File: src/rtl/peripheral_pwm_capture.sv
// Three-channel PWM input capture: per channel, measures high time and rising-edge period in prescaled ticks.
// Build macro PWM_CAP_FILTER_EN adds a 3-sample glitch filter behind each input synchronizer.
//
// state      | meaning
// ST_IDLE    | channel disabled, counters held at 0
// ST_ARM     | enabled, waiting for the first rising edge, no capture
// ST_MEASURE | counting period/high ticks, capture on each rising edge
module peripheral_pwm_capture #(
   parameter int PRESCALE = 1
) (
   input  logic        clk,
   input  logic        rst_n,
   input  logic [15:0] d_in,
   input  logic        cs,
   input  logic [3:0]  addr,
   input  logic        rd,
   input  logic        wr,
   input  logic [2:0]  pwm_in,
   output logic [15:0] d_out
);

   typedef enum logic [1:0] {ST_IDLE, ST_ARM, ST_MEASURE} state_t;

   localparam logic [15:0] SAT        = 16'hFFFF;
   localparam logic [7:0]  PRESC_LAST = 8'(PRESCALE - 1);

   state_t      state [3];
   logic [15:0] per_cnt [3];
   logic [15:0] high_cnt [3];
   logic [15:0] cap_per [3];
   logic [15:0] cap_high [3];
   logic [15:0] per_nxt [3];
   logic [15:0] high_nxt [3];
   logic [15:0] per_start [3];
   logic [15:0] high_start [3];
   logic [2:0]  en_q, en_nxt, valid_q, ovr_q, tmo_q;
   logic [2:0]  sync1, sync2, lvl, lvl_q, rise, cap_evt, tmo_evt;
   logic [7:0]  presc_cnt;
   logic        tick, wr_ctrl, rd_status, clr;
   logic [15:0] rd_data;
   logic [11:0] ctrl_unused;

   assign ctrl_unused = d_in[14:3];
   assign wr_ctrl     = cs && wr && (addr == 4'h0);
   assign rd_status   = cs && rd && (addr == 4'h0);
   assign clr         = wr_ctrl && d_in[15];
   assign en_nxt      = wr_ctrl ? d_in[2:0] : en_q;
   assign tick        = (presc_cnt == PRESC_LAST);
   assign rise        = lvl & ~lvl_q;

`ifdef PWM_CAP_FILTER_EN
   logic [2:0] hist0, hist1;

   always_ff @(posedge clk) begin
      if (!rst_n) begin
         hist0 <= '0;
         hist1 <= '0;
      end else begin
         hist0 <= sync2;
         hist1 <= hist0;
      end
   end

   // lvl_q doubles as the filter state and the edge-detect flop
   always_comb begin
      lvl = lvl_q;
      for (int n = 0; n < 3; n++) begin
         if (sync2[n] == hist0[n] && hist0[n] == hist1[n])
            lvl[n] = sync2[n];
      end
   end
`else
   assign lvl = sync2;
`endif

   // The tick of the edge cycle belongs to the new period, so restarts load it rather than 0
   always_comb begin
      for (int n = 0; n < 3; n++) begin
         per_nxt[n]  = per_cnt[n];
         high_nxt[n] = high_cnt[n];
         if (tick && per_cnt[n] != SAT)
            per_nxt[n] = per_cnt[n] + 16'd1;
         if (tick && lvl[n] && high_cnt[n] != SAT)
            high_nxt[n] = high_cnt[n] + 16'd1;
         per_start[n]  = {15'd0, tick};
         high_start[n] = {15'd0, tick & lvl[n]};
         cap_evt[n] = (state[n] == ST_MEASURE) && en_nxt[n] && !clr &&
                      (rise[n] || per_nxt[n] == SAT);
         tmo_evt[n] = (state[n] == ST_MEASURE) && en_nxt[n] && !clr &&
                      !rise[n] && per_nxt[n] == SAT;
      end
   end

   always_comb begin
      case (addr)
         4'h0:    rd_data = {1'b0, en_q, lvl, tmo_q, ovr_q, valid_q};
         4'h2:    rd_data = cap_high[0];
         4'h4:    rd_data = cap_per[0];
         4'h6:    rd_data = cap_high[1];
         4'h8:    rd_data = cap_per[1];
         4'hA:    rd_data = cap_high[2];
         4'hC:    rd_data = cap_per[2];
         default: rd_data = 16'h0000;
      endcase
   end

   always_ff @(posedge clk) begin
      if (!rst_n) begin
         en_q      <= '0;
         sync1     <= '0;
         sync2     <= '0;
         lvl_q     <= '0;
         presc_cnt <= '0;
         valid_q   <= '0;
         ovr_q     <= '0;
         tmo_q     <= '0;
         d_out     <= '0;
         for (int n = 0; n < 3; n++) begin
            state[n]    <= ST_IDLE;
            per_cnt[n]  <= '0;
            high_cnt[n] <= '0;
            cap_per[n]  <= '0;
            cap_high[n] <= '0;
         end
      end else begin
         en_q      <= en_nxt;
         sync1     <= pwm_in;
         sync2     <= sync1;
         lvl_q     <= lvl;
         presc_cnt <= (clr || tick) ? 8'd0 : presc_cnt + 8'd1;
         if (cs && rd)
            d_out <= rd_data;

         for (int n = 0; n < 3; n++) begin
            if (clr) begin
               cap_per[n]  <= '0;
               cap_high[n] <= '0;
               valid_q[n]  <= 1'b0;
               ovr_q[n]    <= 1'b0;
               tmo_q[n]    <= 1'b0;
            end else begin
               if (cap_evt[n]) begin
                  cap_per[n]  <= rise[n] ? per_cnt[n]  : SAT;
                  cap_high[n] <= rise[n] ? high_cnt[n] : high_nxt[n];
               end
               valid_q[n] <= cap_evt[n] | (valid_q[n] & ~rd_status);
               ovr_q[n]   <= (cap_evt[n] & valid_q[n]) | (ovr_q[n] & ~rd_status);
               tmo_q[n]   <= tmo_evt[n] | (tmo_q[n] & ~rd_status);
            end

            if (clr || !en_nxt[n]) begin
               state[n]    <= ST_IDLE;
               per_cnt[n]  <= '0;
               high_cnt[n] <= '0;
            end else begin
               case (state[n])
                  ST_IDLE: begin
                     if (en_q[n])
                        state[n] <= ST_ARM;
                  end
                  ST_ARM: begin
                     if (rise[n]) begin
                        state[n]    <= ST_MEASURE;
                        per_cnt[n]  <= per_start[n];
                        high_cnt[n] <= high_start[n];
                     end
                  end
                  ST_MEASURE: begin
                     if (rise[n]) begin
                        per_cnt[n]  <= per_start[n];
                        high_cnt[n] <= high_start[n];
                     end else if (tmo_evt[n]) begin
                        state[n]    <= ST_ARM;
                        per_cnt[n]  <= '0;
                        high_cnt[n] <= '0;
                     end else begin
                        per_cnt[n]  <= per_nxt[n];
                        high_cnt[n] <= high_nxt[n];
                     end
                  end
                  default: state[n] <= ST_IDLE;
               endcase
            end
         end
      end
   end

endmodule
File: config.mk
export PLATFORM = sky130hd
export DESIGN_NAME = peripheral_pwm_capture
export DESIGN_NICKNAME = d
export VERILOG_FILES = /design/src/rtl/peripheral_pwm_capture.sv
export SDC_FILE = /design/constraint.sdc
export NUM_CORES = 1
export LEC_CHECK = 0
export CAP_MARGIN = 10
export CORE_ASPECT_RATIO = 1.5
export CORE_UTILIZATION = 35
export DETAILED_ROUTE_END_ITERATION = 12
export GPL_TIMING_DRIVEN = 0
export SLEW_MARGIN = 10
export SYNTH_ARGS = -nofsm -noshare
export SYNTH_HDL_FRONTEND = slang
export SYNTH_SLANG_ARGS = --single-unit
export TNS_END_PERCENT = 5
File: constraint.sdc
create_clock -name clk -period 7.2 [get_ports clk]
set_input_delay 1.08 -clock clk [delete_from_list [all_inputs] [get_ports clk]]
set_output_delay 1.08 -clock clk [all_outputs]
set_load 0.005 [all_outputs]
==> results.py <==
metrics = {
    "placed_design": {
        "placedCellCount": 1928,
        "hpwl_um": 30700,
        "place.gp.congestion": 0.953,
        "port_buffers": 30,
    },
    "finish": {
        "layout-drive-gt1-share": 0.0878,
        "area_delta_synth_final_pct": 13.8,
        "nFillCells": 3739,
        "nets": 1497,
        "n_antenna_cell": 0,
        "fin_cells": 1976,
    },
    "clock_tree": {
        "clock_latency_ps": 550,
        "cts-htree-levels": 1,
        "ctsRootBufferMaster": "clkbuf_16",
        "ctsResizeCount": 0,
        "cts_hold_buf": 0,
        "cts_buffer_depth": 3,
        "cts_tree": "yes",
        "post_cts.repair.setup_buffers": 0,
        "numCtsBuffers": 26,
        "cts_num_sinks": 243,
        "clkSlewWorstSetupHoldPaths_ps": 60,
    },
    "logic_synthesis": {
        "yosys_warnings": 0,
        "yosysMostFrequentCell": "nor2_1",
        "syn-cell-area_um2": 13700,
        "syn_inst": 1398,
        "synth_edf_count": 198,
        "synth-main-ff-cell": "edfxtp_1",
        "synth_seq_cells": 243,
        "ys_top_cells_by_area": "edfxtp_1, dfxtp_1, nor2_1, xor2_1, nand2_1",
        "syn_nets": 1434,
        "synth.distinct_cells": 84,
        "synth.top_cells.by_count": "nor2_1, edfxtp_1, nand2_1, nand3_1, xor2_1",
        "synth_top_area_cell": "edfxtp_1",
        "syn_area_per_cell_um2": 9.78,
        "synthArstFlopShare": 0,
        "yosysSeqAreaShare": 0.501,
        "synth_top_area_frac": 0.435,
    },
    "setup_path": {
        "r2r_slack_ps": 3130,
        "rr_endpoint": "cap_high[2][11]$_SDFFCE_PN0P_",
        "reg2reg_from": "per_cnt[2][1]$_SDFFCE_PN0P_",
        "critPathMaxFanout": 10,
        "end_kind": "flip-flop",
        "required_ps": 7490,
        "reg2reg_depth": 11,
        "cp-start-kind": "primary input",
        "path_class": "primary input to flip-flop",
        "crit_path_end": "high_cnt[1][7]$_SDFFCE_PN0P_",
        "cp-startpoint": "addr[1]",
        "arrival_ps": 4610,
    },
    "route": {
        "drt_first_iter_violations": 1016,
        "vias": 10900,
        "wl_um": 40900,
        "drtAntennaViolNets": 0,
        "remaining_drc_errors": 0,
        "vias_per_cell": 5.54,
        "detail_route.wl_per_cell_um": 20.7,
        "drt-pass1-iter-count": 6,
    },
    "floorplan": {
        "coreArea_um2": 38400,
        "initial_core_util": 0.356,
        "die_w_um": 163,
        "die_height_um": 244,
        "placementRows": 88,
        "ios": 44,
        "die_area_um2": 39900,
    },
    "timing": {
        "rsz0062_at_grt": "false",
        "period_minus_slack_ps": 4320,
        "max_freq_mhz": 231,
        "skew_ps": 11.7,
        "hold_violations": 0,
        "slew_headroom": 0.280,
        "setup_tns_ps": 0,
        "hold-worst-slack_ps": 433,
        "setup_viol_count_final": 0,
        "finalCritPeriodShare": 0.600,
        "slew_violations": 0,
        "worstMarginPinSlew_ps": 1070,
    },
    "global_routing": {
        "grt_antenna_before_repair": 0,
        "grt-ovfl-total": 0,
        "grt_max_degree": 33,
        "first_global_vias": 10700,
        "grt_usage": 0.207,
        "grt_pass1_wl_um": 62900,
    },
    "flow_run": {
        "maxCapViolations": 0,
    },
    "hold_path": {
        "hold_path.class": "flip-flop to flip-flop",
    },
    "pwr": {
        "leakage_nw": 4.98,
        "ir_worst_vdd_mv": 0.221,
        "power_density_nw_per_um2": 197,
    },
    "run_status": {
        "status": "finished, final reports clean",
    },
}
[registers in the layout (all words and copies together), names as in the netlist]
name / cells
cap_high: 48
state: 6
ovr_q: 3
per_cnt: 48
lvl: 3
tmo_q: 3
presc_cnt: 8
high_cnt: 48
valid_q: 3
lvl_q: 3
en_q: 3
d_out: 16
cap_per: 48
sync1: 3
[metrics by stage]
step	util	total power [W]	worst slack [ps]	cell area [um2]
2_1_floorplan	-	0.00163	2800	13700
3_3_place_gp	0.380	0.00168	1240	14600
5_1_grt	0.405	0.00314	2780	15600
3_5_place_dp	0.382	0.00169	2490	14700
6_report	0.405	0.00307	2880	15600
4_1_cts	0.405	0.00308	3000	15600
[placed cells by master, fill, tap and decap left out, types with 23 or more instances in the layout]
cell type,synthesis,final
a21oi_1,40,40
a22oi_1,44,43
buf_2,23,23
clkbuf_1,62,66
clkbuf_16,0,27
clkdlybuf4s50_1,0,30
dfxtp_1,45,45
edfxtp_1,198,198
nand2_1,134,133
nand3_1,73,73
nand4_1,61,61
nor2_1,206,206
nor3_1,70,70
o21ai_0,40,40
xnor2_1,57,57
xor2_1,71,71
[worst min-delay path by stage]
stage,endpoint,from,depth (start not counted),slack (ps)
6_report,lvl[0]$_SDFF_PN0_,sync1[0]$_SDFF_PN0_,1,430
5_1_grt,lvl[2]$_SDFF_PN0_,sync1[2]$_SDFF_PN0_,1,450
4_1_cts,lvl[2]$_SDFF_PN0_,sync1[2]$_SDFF_PN0_,1,440
3_5_place_dp,lvl[0]$_SDFF_PN0_,sync1[0]$_SDFF_PN0_,1,430
3_3_place_gp,lvl[0]$_SDFF_PN0_,sync1[0]$_SDFF_PN0_,1,410
2_1_floorplan,lvl[0]$_SDFF_PN0_,sync1[0]$_SDFF_PN0_,1,410
[per-layer routing]
| layer | track usage | wire length (um) |
|---|---|---|
| met5 | 0 | 0 |
| met4 | 0.111 | 2080 |
| met3 | 0.0200 | 1390 |
| met2 | 0.381 | 21500 |
| met1 | 0.232 | 15900 |
[critical path, stage by stage]
cell             delay, ps
clkdlybuf4s50_1        580
or4_1                  650
o21ai_0                850
a21oi_1                390
nand3_1                240
o21bai_1               240
clkbuf_1               470
nor2_1                 110
[cell families after synthesis]
kind of cell	Yosys count	synth area share
XOR/XNOR	128	0.0820
adder cells (fa/ha/maj)	8	0.00732
buffers and inverters	116	0.0382
AO/OA/AOI/OAI	200	0.103
AND/OR/NAND/NOR	685	0.256
multiplexers	18	0.0133
flip-flops	243	0.501
[report_power, final]
part           switching (W)  total [W]  leakage, nW  internal, W
Sequential         0.0000200    0.00155         2.60      0.00153
Clock               0.000608    0.00141        0.419     0.000801
Combinational      0.0000706   0.000103         1.96    0.0000323
[layout make-up]
| cell class | instances | area, um2 | area share |
|---|---|---|---|
| sequential | 243 | 6850 | 0.440 |
| timing repair buffer | 35 | 369 | 0.0237 |
| clock inverter | 17 | 188 | 0.0121 |
| inverter | 18 | 67.6 | 0.00434 |
| clock buffer | 31 | 691 | 0.0444 |
| multi-input combinational | 1039 | 6320 | 0.406 |
| buffer | 98 | 454 | 0.0292 |
| tap | 495 | 619 | 0.0398 |
No activity file was read; power rests on OpenSTA's default activity.
